$ cat src/rtl/dip_debounce_ctrl.sv
// Memory-mapped DIP switch controller: two-flop synchroniser, shared-counter debounce FSM,
// stable snapshot, clear-on-read change status and maskable irq. Optional macro: DIP_COMMIT_CNT_EN.
module dip_debounce_ctrl #(
   parameter logic [11:0] DATAADDR   = 12'h070,
   parameter logic [11:0] STATADDR   = 12'h074,
   parameter logic [11:0] CTRLADDR   = 12'h078,
   parameter logic [11:0] CNTADDR    = 12'h07C,
   parameter int unsigned DEB_CYCLES = 100000,
   parameter int unsigned CNT_W      = 17
) (
   input  logic        clk,
   input  logic        rst_n,
   input  logic        rd_ena,
   input  logic        wr_ena,
   input  logic [11:0] dv_addr,
   input  logic [31:0] wdata,
   input  logic [23:0] switch,
   output logic [31:0] data_tocpu,
   output logic        irq
);

   typedef enum logic [1:0] {
      IDLE,
      COUNT,
      COMMIT
   } state_t;

   localparam logic [CNT_W-1:0] CNT_LAST = CNT_W'(DEB_CYCLES - 1);

   state_t           state_q, state_d;
   logic [23:0]      sync1_q, sync2_q;
   logic [23:0]      cand_q, cand_d;
   logic [23:0]      stable_q, stable_d;
   logic [23:0]      changed_q, changed_d;
   logic             chg_flag_q, chg_flag_d;
   logic             irq_en_q, irq_en_d;
   logic [CNT_W-1:0] cnt_q, cnt_d;
   logic             stat_rd;
   logic             unused_wdata;

   assign stat_rd      = rd_ena && (dv_addr == STATADDR);
   assign unused_wdata = ^wdata[31:1];

   // NOTE: every register is written with <= so all flops sample pre-edge values together.
   always_ff @(posedge clk) begin
      if (!rst_n) begin
         state_q    <= IDLE;
         sync1_q    <= '0;
         sync2_q    <= '0;
         cand_q     <= '0;
         stable_q   <= '0;
         changed_q  <= '0;
         chg_flag_q <= 1'b0;
         irq_en_q   <= 1'b0;
         cnt_q      <= '0;
      end else begin
         state_q    <= state_d;
         sync1_q    <= switch;
         sync2_q    <= sync1_q;
         cand_q     <= cand_d;
         stable_q   <= stable_d;
         changed_q  <= changed_d;
         chg_flag_q <= chg_flag_d;
         irq_en_q   <= irq_en_d;
         cnt_q      <= cnt_d;
      end
   end

   // NOTE: hold values are assigned first so no path through this block can infer a latch.
   always_comb begin
      state_d    = state_q;
      cand_d     = cand_q;
      stable_d   = stable_q;
      changed_d  = changed_q;
      chg_flag_d = chg_flag_q;
      irq_en_d   = irq_en_q;
      cnt_d      = cnt_q;

      // Clear first so a coinciding commit re-sets the flag with only its own bits.
      if (stat_rd) begin
         changed_d  = '0;
         chg_flag_d = 1'b0;
      end

      case (state_q)
         IDLE: begin
            if (sync2_q != stable_q) begin
               cand_d  = sync2_q;
               cnt_d   = '0;
               state_d = COUNT;
            end
         end
         COUNT: begin
            if (sync2_q == stable_q) begin
               cnt_d   = '0;
               state_d = IDLE;
            end else if (sync2_q != cand_q) begin
               cand_d = sync2_q;
               cnt_d  = '0;
            end else if (cnt_q == CNT_LAST) begin
               state_d = COMMIT;
            end else begin
               cnt_d = cnt_q + CNT_W'(1);
            end
         end
         COMMIT: begin
            stable_d   = cand_q;
            changed_d  = changed_d | (cand_q ^ stable_q);
            chg_flag_d = 1'b1;
            cnt_d      = '0;
            state_d    = IDLE;
         end
         default: state_d = IDLE;
      endcase

      if (wr_ena && (dv_addr == CTRLADDR)) begin
         irq_en_d = wdata[0];
      end
   end

`ifdef DIP_COMMIT_CNT_EN
   logic [15:0] commit_cnt_q;

   always_ff @(posedge clk) begin
      if (!rst_n) begin
         commit_cnt_q <= '0;
      end else if (state_q == COMMIT) begin
         commit_cnt_q <= commit_cnt_q + 16'd1;
      end
   end
`endif

   always_comb begin
      data_tocpu = '0;
      if (rd_ena) begin
         case (dv_addr)
            DATAADDR: data_tocpu = {8'b0, stable_q};
            STATADDR: data_tocpu = {chg_flag_q, 7'b0, changed_q};
            CTRLADDR: data_tocpu = {31'b0, irq_en_q};
`ifdef DIP_COMMIT_CNT_EN
            CNTADDR:  data_tocpu = {16'b0, commit_cnt_q};
`else
            CNTADDR:  data_tocpu = '0;
`endif
            default:  data_tocpu = '0;
         endcase
      end
   end

   assign irq = chg_flag_q & irq_en_q;

endmodule

$ cat config.mk
export PLATFORM = sky130hd
export DESIGN_NAME = dip_debounce_ctrl
export DESIGN_NICKNAME = d
export VERILOG_FILES = /design/src/rtl/dip_debounce_ctrl.sv
export SDC_FILE = /design/constraint.sdc
export NUM_CORES = 1
export LEC_CHECK = 0
export BUFFER_PORTS_ARGS = -buffer_cell sky130_fd_sc_hd__buf_2
export CORE_MARGIN = 1.5
export CORE_UTILIZATION = 45
export DETAILED_ROUTE_END_ITERATION = 10
export HOLD_SLACK_MARGIN = 0.15
export PLACE_DENSITY = 0.66
export SYNTH_ARGS = -nofsm -noshare
export SYNTH_HDL_FRONTEND = slang
export SYNTH_SLANG_ARGS = --single-unit
$ cat constraint.sdc
create_clock -name clk -period 3.8 [get_ports clk]
set_input_delay 0.76 -clock clk [delete_from_list [all_inputs] [get_ports clk]]
set_output_delay 0.76 -clock clk [all_outputs]
set_load 0.01 [all_outputs]
* Yosys cells after proc, flatten, opt, wreduce, memory -nomap -nowiden *
Index checks and enable logic that the tools add are counted.

cells by class
  muxes and demuxes = 20
  add/subtract/negate cells = 1
  reduce and logical (&&, ||, !) cells = 9
  bitwise logic cells = 3
  eq/ne operators = 15

operator list
  cell                                                  count
  2-to-1 mux 24 bit                                     5
  case mux 32 bit (3 select lines)                      1
  2-to-1 mux 17 bit                                     4
  case mux 17 bit (3 select lines)                      1
  != test 24 bit                                        2
  case mux 24 bit (2 select lines)                      1
  equality test 12 x 7 -> 1 bit, second input constant  3
  2-to-1 mux 32 bit                                     1
  equality test 24 bit                                  1
  OR 24 bit                                             1
  bitwise XOR 24 bit                                    1
  adder 17 x 1 -> 17 bit, second input constant         1
  equality test 17 bit, second input constant           1
  2-to-1 mux 2 bit                                      4
  != test 2 bit, second input constant                  3
  != test 3 bit, second input constant                  2
  AND reduction 3 bit                                   2
  != test 4 bit, second input constant                  1
  case mux 2 bit (2 select lines)                       1
  AND reduction 4 bit                                   1
  nonzero test 2 bit                                    2
  nonzero test 3 bit                                    1
  equality test 2 x 1 -> 1 bit, second input constant   1
  equality test 2 bit, second input constant            1
  4 further kinds                                       6

storage, ports and cells
  bits of input ports = 72
  output and inout port bits = 33
  register bits = 141
  word-level logic and storage cells = 57

* Logic depth before layout (Yosys ltp) *
  word-level depth = 5
  gate-level depth with buffers = 7
  mapped depth without buffers = 7

* Least setup slack after synthesis *
Ideal clock, no wire load.

  path kind = input to output
  from = in dv_addr[9]
  to = out data_tocpu[10]
  data required time = 3.040 ns
  cell stages on the path = 6
  arrival = 2.211 ns
  setup slack = 0.829 ns
  path through = nor4_1 -> nand4b_1 -> nor3b_2 -> clkbuf_1 -> a22oi_1 -> nor2_1

between the ends
  word-level cells in the longest chain between the ends = 3
  elaborated cells on any way between the ends = 5
  those cells by class = 3 x eq/ne; 2 x mux

ends and longest elaborated chain
  item                                  line  source
  start: declaration                    15    input logic [11:0] dv_addr,
  equality test 12 x 7 -> 1 bit         136   case (dv_addr)
  case mux 32 bit (3 select lines) (*)  136
  2-to-1 mux 32 bit (*)                 135   if (rd_ena) begin
  end: declaration                      18    output logic [31:0] data_tocpu,

Every way passes the cells marked *; elsewhere a longest branch is shown, timed or not.

* Final worst setup path *
  from = in dv_addr[1]
  to = out data_tocpu[9]

The elaborated chain is that of the path after synthesis.

==> results.json <==
{
  "first_pass_grt_wire_length_um": 23360,
  "holdBufCountCts": 0,
  "hold_path.class": "flop to flop",
  "tightestPinTransition_ns": 1.097,
  "h-tree-depth": 4,
  "clock_insertion_delay_worst_skew_ns": 0.42,
  "chain_of_cells_forming_the_critical_path": "buf_2, nor4bb_1, nand4b_1, nor3b_2, buf_4, buf_4, a22oi_1, nor2_1, buf_2",
  "via_per_inst": 5.443,
  "crit_path_max_incr_delay_ns": 0.28,
  "netlist_instances": 701,
  "area_delta_synth_final_pct": 16.39,
  "non_filler_cells_in_the_finished_layout": 941,
  "start_util_pct": 46.56,
  "drt-wirelength-per-cell_um": 15.40,
  "cts_inserted_buffers": 17,
  "finalNetCount": 828,
  "initial_antenna_violation_count": 0,
  "timing_worst_setup_path_type": "input pin to primary output",
  "power.share.sequential_pct": 45.6,
  "setup_slack_reg_to_reg_ns": 1.11,
  "cpMaxStageDelayCell": "sky130_fd_sc_hd__nor4bb_1",
  "synth.distinct_cells": 50,
  "drc_violations_left": 0,
  "mappedNetlistArea_um2": 6215,
  "final.period_utilization_pct": 84.11,
  "timing.max_slew.rel_slack_pct": 26.90,
  "cts_tree": "done",
  "grt_usage_pct": 20.57,
  "portion_of_total_power_attributed_to_combinational_logic_pct": 5.0,
  "synth-seq-area-share_pct": 45.42,
  "ant_nets": 0,
  "sw_pwr_w": 0.0007026,
  "cell_internal_pwr_w": 0.002681,
  "globalplace.congestion": 0.9628,
  "timing.max_cap.violations": 0,
  "root_buffer": "sky130_fd_sc_hd__clkbuf_16",
  "grt_setup_unrepaired": "false",
  "peakVddDrop_mv": 0.2450,
  "worst_r2r_path_depth": 6,
  "grt_max_degree": 76,
  "worstSetupStartpointType": "input pin",
  "clock_sink_count": 141,
  "timing.setup.tns_ns": 0,
  "synth_async_sr_flop_share_pct": 0,
  "drt_first_pass_iters": 5,
  "drt_iter0_markers": 428,
  "worst_hold_slack_ns": 0.4277,
  "whs_path_depth": 1,
  "worstSetupEndpointType": "primary output",
  "multi_input_area_um2": 3167,
  "insertedDiodeCount": 0,
  "nFillCells": 1225,
  "cts_setup_buffers": 0,
  "place.port_buffers": 66,
  "number_of_global_route_vias_before_repair": 4628,
  "register_area_um2": 2823,
  "die_h_um": 120.5,
  "timing.clock.skew_ns": 0.007893,
  "fp.dieArea_um2": 14520,
  "cp.required_ns": 3.04,
  "synth-seq-cells": 141,
  "finalWorstPathRequiredPeriod_ns": 3.196,
  "finalSetupViolCount": 0,
  "synth_warnings": 0,
  "status": "completed",
  "dpl.cell_count": 912,
  "pin_count": 105,
  "cts_resized": 0,
  "syn_avg_cell_area_um2": 8.865,
  "synth_flop_cell": "sky130_fd_sc_hd__dfxtp_1",
  "coreArea_um2": 13350,
  "overflow": 0,
  "routed_wl_um": 14490,
  "cp_max_fo": 14,
  "drive_gt1_share_pct": 18.30,
  "finalHoldViolCount": 0,
  "power.clock.fraction_pct": 49.4,
  "clockBufferDepth": 2,
  "number_of_flops_mapped_to_enable_cells_by_yosys": 0,
  "switching_share_pct": 20.77,
  "worstPathArrival_ns": 2.44,
  "p_leak_nw": 2.798,
  "slew_violations": 0,
  "detailroute.via_count": 5122,
  "die_width_um": 120.5,
  "cellPowerDensity_nw_per_um2": 467.8,
  "num_rows": 42,
  "hpwl_um": 10020,
  "maxClockFrequency_mhz": 312.9,
  "cts.clk_slew.worst_paths_ns": 0.05
}
==> metal layers <==
layer,part of all wire [%],vias to the layer above,track usage [%]
li1,-,2533,-
met1,47,2373,27.97
met2,44,189,30.72
met3,6.6,27,5.094
met4,2.5,0,9.559
met5,0,-,0
==> cell families after synthesis <==
family / Yosys count / synth area share, %
compound gates: 161 / 17.27
fa+ha+maj: 1 / 0.2013
buf+inv: 54 / 4.107
other cells: 1 / 0.06034
flops: 141 / 45.42
xor+xnor: 74 / 10.43
mux: 3 / 0.5033
simple gates: 266 / 22.01
==> cell usage after synthesis, types with 2 or more instances <==
cell	instances	share of area, %
sky130_fd_sc_hd__a2111oi_0	3	0.42
sky130_fd_sc_hd__nor4_1	8	0.81
sky130_fd_sc_hd__nand4_1	9	0.91
sky130_fd_sc_hd__nor3_1	6	0.48
sky130_fd_sc_hd__buf_1	2	0.12
sky130_fd_sc_hd__nor2_1	60	3.6
sky130_fd_sc_hd__or4_4	2	0.36
sky130_fd_sc_hd__xor2_1	46	6.5
sky130_fd_sc_hd__a21oi_2	21	3.0
sky130_fd_sc_hd__o21ai_1	20	1.6
sky130_fd_sc_hd__and3_1	3	0.30
sky130_fd_sc_hd__inv_1	7	0.42
sky130_fd_sc_hd__buf_2	2	0.16
sky130_fd_sc_hd__nand2b_1	6	0.60
sky130_fd_sc_hd__nand3_1	27	2.2
sky130_fd_sc_hd__o21ai_2	2	0.28
sky130_fd_sc_hd__nor4_4	2	0.68
sky130_fd_sc_hd__nand4b_1	2	0.28
sky130_fd_sc_hd__or4_1	6	0.72
sky130_fd_sc_hd__buf_6	2	0.36
sky130_fd_sc_hd__and2_1	49	4.9
sky130_fd_sc_hd__a22oi_1	48	5.8
sky130_fd_sc_hd__clkbuf_1	31	1.9
sky130_fd_sc_hd__nor4b_1	3	0.42
sky130_fd_sc_hd__nor2b_1	3	0.30
sky130_fd_sc_hd__a31oi_1	13	1.3
sky130_fd_sc_hd__xnor2_1	28	3.9
sky130_fd_sc_hd__o21ai_0	7	0.56
sky130_fd_sc_hd__buf_4	9	1.1
sky130_fd_sc_hd__a21oi_1	39	3.1
sky130_fd_sc_hd__mux2i_1	2	0.32
sky130_fd_sc_hd__nand2_1	74	4.5
sky130_fd_sc_hd__dfxtp_1	141	45
sky130_fd_sc_hd__a41oi_1	2	0.28
==> final timing paths <==
check,from,end
max,dv_addr[1],data_tocpu[9]
max reg2reg,stable_q[9]$_SDFFE_PN0P_,cand_q[19]$_SDFFE_PN0P_
min,sync1_q[19]$_SDFF_PN0_,sync2_q[19]$_SDFF_PN0_
min reg2reg,sync1_q[19]$_SDFF_PN0_,sync2_q[19]$_SDFF_PN0_
==> placed cells by master (no fill, tap or decap), types with 3 or more instances in the layout <==
| master | n |
|---|---|
| sky130_fd_sc_hd__a2111oi_0 | 3 |
| sky130_fd_sc_hd__a21oi_1 | 39 |
| sky130_fd_sc_hd__a21oi_2 | 21 |
| sky130_fd_sc_hd__a22oi_1 | 48 |
| sky130_fd_sc_hd__a31oi_1 | 13 |
| sky130_fd_sc_hd__and2_1 | 49 |
| sky130_fd_sc_hd__and3_1 | 3 |
| sky130_fd_sc_hd__buf_2 | 66 |
| sky130_fd_sc_hd__buf_4 | 10 |
| sky130_fd_sc_hd__bufinv_16 | 4 |
| sky130_fd_sc_hd__clkbuf_16 | 17 |
| sky130_fd_sc_hd__clkinv_2 | 5 |
| sky130_fd_sc_hd__conb_1 | 7 |
| sky130_fd_sc_hd__dfxtp_1 | 141 |
| sky130_fd_sc_hd__inv_1 | 6 |
| sky130_fd_sc_hd__nand2_1 | 74 |
| sky130_fd_sc_hd__nand2b_1 | 6 |
| sky130_fd_sc_hd__nand3_1 | 27 |
| sky130_fd_sc_hd__nand4_1 | 9 |
| sky130_fd_sc_hd__nor2_1 | 60 |
| sky130_fd_sc_hd__nor3_1 | 5 |
| sky130_fd_sc_hd__nor4_1 | 8 |
| sky130_fd_sc_hd__nor4b_1 | 3 |
| sky130_fd_sc_hd__o21ai_0 | 7 |
| sky130_fd_sc_hd__o21ai_1 | 20 |
| sky130_fd_sc_hd__or4_1 | 6 |
| sky130_fd_sc_hd__xnor2_1 | 28 |
| sky130_fd_sc_hd__xor2_1 | 46 |
==> per-stage QoR <==
stage	area [um^2]	worst slack [ns]	util, %	power (W)
floorplan	6237	0.8287	-	0.001689
global placement	6641	0.6545	49.76	0.001735
detailed placement	6641	0.6046	49.76	0.001740
CTS	7233	0.5996	54.19	0.003402
global route	7233	0.4470	54.19	0.003492
finish	7233	0.6039	54.19	0.003383
==> area by class of cell <==
| cell class | instances | share of cell area [%] |
|---|---|---|
| inverter | 7 | 0.3633 |
| clock inverter | 9 | 2.007 |
| tap | 176 | 3.044 |
| timing repair buffer | 76 | 5.605 |
| clock buffer | 20 | 6.175 |
| multi-input combinational | 512 | 43.78 |
| sequential | 141 | 39.02 |
==> sequential cells by signal, indices dropped and copies added (netlist names) <==
register,count
irq_en_q,1
chg_flag_q,1
changed_q,24
stable_q,24
sync2_q,24
cnt_q,17
state_q,2
cand_q,24
sync1_q,24
==> critical path, delay by kind of cell <==
| kind | cells | cell delay (ns) |
|---|---|---|
| compound gates | 1 | 0.12 |
| buf+inv | 4 | 0.70 |
| simple gates | 4 | 0.83 |
==> power by group through the flow <==
stage	clock [W]	combinational (W)	sequential, W
floorplan	0	0.000126	0.00156
global placement	0	0.000163	0.00157
detailed placement	0	0.000168	0.00157
CTS	0.00169	0.000169	0.00154
global route	0.00176	0.000185	0.00154
finish	0.00167	0.000169	0.00154
(Power assumes the default switching activity.)
